===== src/rtl/vga_timing_recover.sv =====
// vga_timing_recover: recovers H/V position from HSYNC/VSYNC, measures line and frame length,
// and qualifies the stream against nominal timing. Optional ERR_CNT output: VGA_RECOV_ERR_CNT_EN.
module vga_timing_recover #(
    parameter int   H_TOTAL     = 800,
    parameter int   V_TOTAL     = 525,
    parameter int   H_START     = 144,
    parameter int   V_START     = 35,
    parameter int   H_ACTIVE    = 640,
    parameter int   V_ACTIVE    = 480,
    parameter int   LOCK_FRAMES = 2,
    parameter logic SYNC_ACT    = 1'b0
) (
    input  logic        CLK,
    input  logic        RST,
    input  logic        HS_IN,
    input  logic        VS_IN,
    output logic [10:0] H_Q,
    output logic [9:0]  V_Q,
    output logic [10:0] LINE_LEN,
    output logic [9:0]  LINE_CNT,
    output logic        FRAME_START,
    output logic        DE,
    output logic        LOCKED,
    output logic        ERR_PULSE
`ifdef VGA_RECOV_ERR_CNT_EN
    ,
    output logic [7:0]  ERR_CNT
`endif
);

    typedef enum logic [1:0] {S_SEARCH, S_TRACK, S_LOCKED} state_t;

    state_t      state;
    logic        hs_r1, hs_r2, vs_r1, vs_r2, vs_pend;
    logic [3:0]  good_cnt;
    logic        hs_edge, vs_edge, fs, lost, err, lock_set, locked_n, de_n;
    logic [10:0] h_sat, h_n;
    logic [9:0]  v_sat, v_n;

    // edge detection, saturating next-state counters and error/lock qualification
    always_comb begin
        hs_edge  = (hs_r1 == SYNC_ACT) && (hs_r2 != SYNC_ACT);
        vs_edge  = (vs_r1 == SYNC_ACT) && (vs_r2 != SYNC_ACT);
        fs       = hs_edge && (vs_pend || vs_edge);
        h_sat    = (H_Q == 11'h7FF) ? H_Q : H_Q + 11'd1;
        v_sat    = (V_Q == 10'h3FF) ? V_Q : V_Q + 10'd1;
        h_n      = hs_edge ? 11'd0 : h_sat;
        v_n      = fs ? 10'd0 : hs_edge ? v_sat : V_Q;
        lost     = H_Q == 11'h7FF;
        err      = (state != S_SEARCH) &&
                   (lost || (hs_edge && int'(h_sat) != H_TOTAL) || (fs && int'(v_sat) != V_TOTAL));
        lock_set = (state == S_TRACK) && fs && !err && (int'(good_cnt) + 1 >= LOCK_FRAMES);
        locked_n = !err && (LOCKED || lock_set);
        de_n     = locked_n &&
                   int'(h_n) >= H_START && int'(h_n) < H_START + H_ACTIVE &&
                   int'(v_n) >= V_START && int'(v_n) < V_START + V_ACTIVE;
    end

    // two-stage sync sampling; resets to the inactive level so no false edge follows reset
    always_ff @(posedge CLK) begin
        if (RST) begin
            hs_r1 <= !SYNC_ACT;
            hs_r2 <= !SYNC_ACT;
            vs_r1 <= !SYNC_ACT;
            vs_r2 <= !SYNC_ACT;
        end else begin
            hs_r1 <= HS_IN;
            hs_r2 <= hs_r1;
            vs_r1 <= VS_IN;
            vs_r2 <= vs_r1;
        end
    end

    // position counters, line/frame measurement and pending-vsync tracking
    always_ff @(posedge CLK) begin
        if (RST) begin
            H_Q         <= '0;
            V_Q         <= '0;
            LINE_LEN    <= '0;
            LINE_CNT    <= '0;
            FRAME_START <= 1'b0;
            vs_pend     <= 1'b0;
        end else begin
            H_Q         <= h_n;
            V_Q         <= v_n;
            FRAME_START <= fs;
            vs_pend     <= fs ? 1'b0 : (vs_pend || vs_edge);
            if (hs_edge) LINE_LEN <= h_sat;
            if (fs) LINE_CNT <= v_sat;
        end
    end

    // lock FSM with registered LOCKED, ERR_PULSE and DE
    always_ff @(posedge CLK) begin
        if (RST) begin
            state     <= S_SEARCH;
            good_cnt  <= '0;
            LOCKED    <= 1'b0;
            ERR_PULSE <= 1'b0;
            DE        <= 1'b0;
        end else begin
            ERR_PULSE <= err;
            LOCKED    <= locked_n;
            DE        <= de_n;
            if (err) begin
                state    <= S_SEARCH;
                good_cnt <= '0;
            end else if (fs && state == S_SEARCH) begin
                state    <= S_TRACK;
                good_cnt <= '0;
            end else if (fs && state == S_TRACK) begin
                good_cnt <= good_cnt + 4'd1;
                if (lock_set) state <= S_LOCKED;
            end
        end
    end

`ifdef VGA_RECOV_ERR_CNT_EN
    // saturating count of timing violations, cleared only by reset
    always_ff @(posedge CLK) begin
        if (RST) ERR_CNT <= '0;
        else if (ERR_PULSE && ERR_CNT != 8'hFF) ERR_CNT <= ERR_CNT + 8'd1;
    end
`endif

endmodule


===== config.mk =====
export PLATFORM = sky130hd
export DESIGN_NAME = vga_timing_recover
export DESIGN_NICKNAME = d
export VERILOG_FILES = /design/src/rtl/vga_timing_recover.sv
export SDC_FILE = /design/constraint.sdc
export NUM_CORES = 1
export LEC_CHECK = 0
export ABC_AREA = 1
export CORE_ASPECT_RATIO = 1.75
export CORE_MARGIN = 3
export CORE_UTILIZATION = 52
export CTS_CLUSTER_DIAMETER = 60
export DETAILED_ROUTE_END_ITERATION = 12
export PLACE_DENSITY = 0.87
export SLEW_MARGIN = 15
export SYNTH_ARGS = -nofsm -noshare
export SYNTH_HDL_FRONTEND = slang
export SYNTH_SLANG_ARGS = --single-unit

===== constraint.sdc =====
create_clock -name CLK -period 2.61 [get_ports CLK]
set_clock_uncertainty 0.15 [all_clocks]
set_input_delay 0.3915 -clock CLK [delete_from_list [all_inputs] [get_ports CLK]]
set_output_delay 0.3915 -clock CLK [all_outputs]
set_load 0.1 [all_outputs]

==> run metrics <==
status finished clean; Yosys Warn Count 0; Iteration-0 DRC Markers 196; TritonCTS buffer count 9; Synth top cells by count nand2_1 (88), dfxtp_1 (57), inv_1 (54); M1 GR Usage 27.1%; fin crit period 2330 ps; WS Path Type reg -> reg; Slew @ Worst Pin 374 ps; count of input and output buffers 49; worst hold slack 273 ps; global-route wire length before repair 11.8 mm; final slew viol count 0; postcts setup bufs 0; Max Cap Violations 0; Hold Fails Final Rpt 0; clk sinks 57; Synth Flop Type dfxtp_1; R2R Path Start H_Q[1]; Mean Syn Cell Area 7.12 sq um; Hold-fix buffers, CTS 0; Ports 50; GRT Total Usage 25.1%; Worst Hold Path Cells 2; GR Util met3 5.94%; Tot Pwr 1.89 mW; most frequent cell after synthesis nand2_1; async set-or-reset flop fraction in the synthesized netlist 0%; Clock Tree Buf Depth 2; FP Rows 34; post-synthesis cell count 388; CTS H-Tree Depth 3; pre-CTS WS 229 ps; DIE WIDTH 61.1 um; share of cells above drive strength 1 22.5%; Routed Antenna Nets 0; Yosys reg bits 57; drt pass-1 iters 5; Critical Path RT 2690 ps; largest net degree at the start of global routing 16; setup violators final 0; placed insts 488; unrepaired setup endpoints after global routing no; DIE HEIGHT 102 um; clk root buf clkbuf_8; setup slack, reg-to-reg 280 ps; global route total overflow 0; crit path to state[0]; Final HPWL DP 5.25 mm; fin nets 453; Slew Limit Headroom 75.0%; Critical Path End Type flop; class of the worst hold path reg -> reg; Clock Pin Slew Worst Setup and Hold Paths 60 ps; Worst VDD drop 358 uV; Routed WL 7.06 mm; Yosys top cell by area dfxtp_1; initial antenna violation count 0; Pwr per Cell Area 557 mW/mm^2; Peak Freq 429 MHz; Worst EP arrival 2410 ps; GPL Wtd Cong 0.975; Net Count, Synth 396; gr busiest metal met2; DRC violations left 0; Final Cell Area 0.00340 sq mm; total number of vias 2,676; Initial Util 54.6%; post-DR wirelength/cell 14.0 um; Synth-to-Final Area Change 23.0%; fin cells 503; Post-Syn Area 0.00276 sq mm; clk_lat worst skew 340 ps; setup TNS 0 ps; synth top area cells dfxtp_1 (41%), nand2_1 (12%), inv_1 (7.3%); startpoint types flop; post-synthesis cell type count 36; n_diodes 0; Post-synth EDFFs 0; Core Area 0.00506 sq mm; # fillers 430; crit path max fanout 11; Vias/cell 5.32; CTS tree built; FF-to-FF path depth 14; final cycle utilization of the critical path 89.4%; # resized after CTS 0; register area share after synthesis 41.3%; Leak 1.54 nW; met2 Use GR 44.0%; R2R Path End state[0]; DP Area 0.00320 sq mm; Synth top area share 41.3%; Core Util, Final 67.2%; CP startpoint H_Q[1]; Final WS setup 276 ps; vias in the first global route 2,646; die area 0.00626 sq mm
where the power goes:
group          internal [mW]  total [mW]  leakage, nW  switching (mW)
Clock                  0.484       0.825        0.102           0.340
Sequential             0.885       0.896        0.463          0.0114
Combinational         0.0400       0.173        0.980           0.133
critical path, stage by stage (launching register included):
cell	delay [ps]
dfxtp_2	380
ha_1	300
nand2_2	110
nor2_4	210
nand3_4	210
a21oi_2	190
nand2_1	60
nor2_1	110
nand2_1	60
nand2_1	70
nand3_2	80
nand2_4	100
nand2_2	60
nand2_1	60
a21oi_1	60
area by class of cell:
class	count	area [sq um]	area share (%)
clock buffer	12	155	4.56
clock inverter	3	40.0	1.18
inverter	58	218	6.40
multi-input combinational	266	1370	40.2
sequential	57	1150	33.7
tap	54	67.6	1.99
timing repair buffer	53	405	11.9
cells in the final DEF, fill, tap and decap left out, types with 2 or more instances in the layout:
master | Yosys | final
nor2_2 | 4 | 4
clkinv_2 | 0 | 2
nand2_2 | 7 | 7
o22ai_1 | 4 | 4
nand3_1 | 34 | 34
inv_2 | 3 | 3
a21oi_1 | 5 | 5
o21ai_2 | 2 | 2
o21ai_0 | 25 | 25
inv_1 | 54 | 54
buf_4 | 1 | 50
nand3_4 | 1 | 2
a22oi_1 | 2 | 2
xor2_1 | 3 | 3
or2_2 | 2 | 2
o21ai_1 | 2 | 2
xnor2_1 | 3 | 3
ha_1 | 4 | 4
dfxtp_1 | 57 | 53
nand4_1 | 7 | 7
clkbuf_8 | 0 | 11
nor2_1 | 50 | 50
dfxtp_2 | 0 | 4
nand2_1 | 88 | 88
o21bai_1 | 3 | 3
a21oi_2 | 4 | 4
clkdlybuf4s50_1 | 0 | 3
nor2_4 | 3 | 3
nand3_2 | 5 | 4
cell families after synthesis:
logic type               count (synthesis)  synth area share [%]
adder cells (fa/ha/maj)                  4                  1.81
buffers and inverters                   65                  9.51
AO/OA/AOI/OAI                           49                  10.5
XOR/XNOR                                 6                  1.90
flip-flops                              57                  41.3
AND/OR/NAND/NOR                        207                  34.9
metal layers:
layer	vias up	part of all wire (%)
met2	100	53
met5	-	0
met3	25	6.3
met1	1208	38
li1	1343	-
met4	0	2.8
registers in the layout, indices dropped and copies added (netlist names), 2 cells and up:
name	count
H_Q	11
LINE_LEN	11
LINE_CNT	10
V_Q	10
good_cnt	4
state	2
worst min path at each step:
stage | slack, ps | to | startpoint
2_1_floorplan | 240 | vs_r2 | vs_r1
3_3_place_gp | 250 | vs_r2 | vs_r1
3_5_place_dp | 260 | vs_r2 | vs_r1
4_1_cts | 280 | vs_r2 | vs_r1
5_1_grt | 290 | vs_r2 | vs_r1
6_report | 270 | vs_r2 | vs_r1
Note: power is estimated with default switching activity, not from simulation.
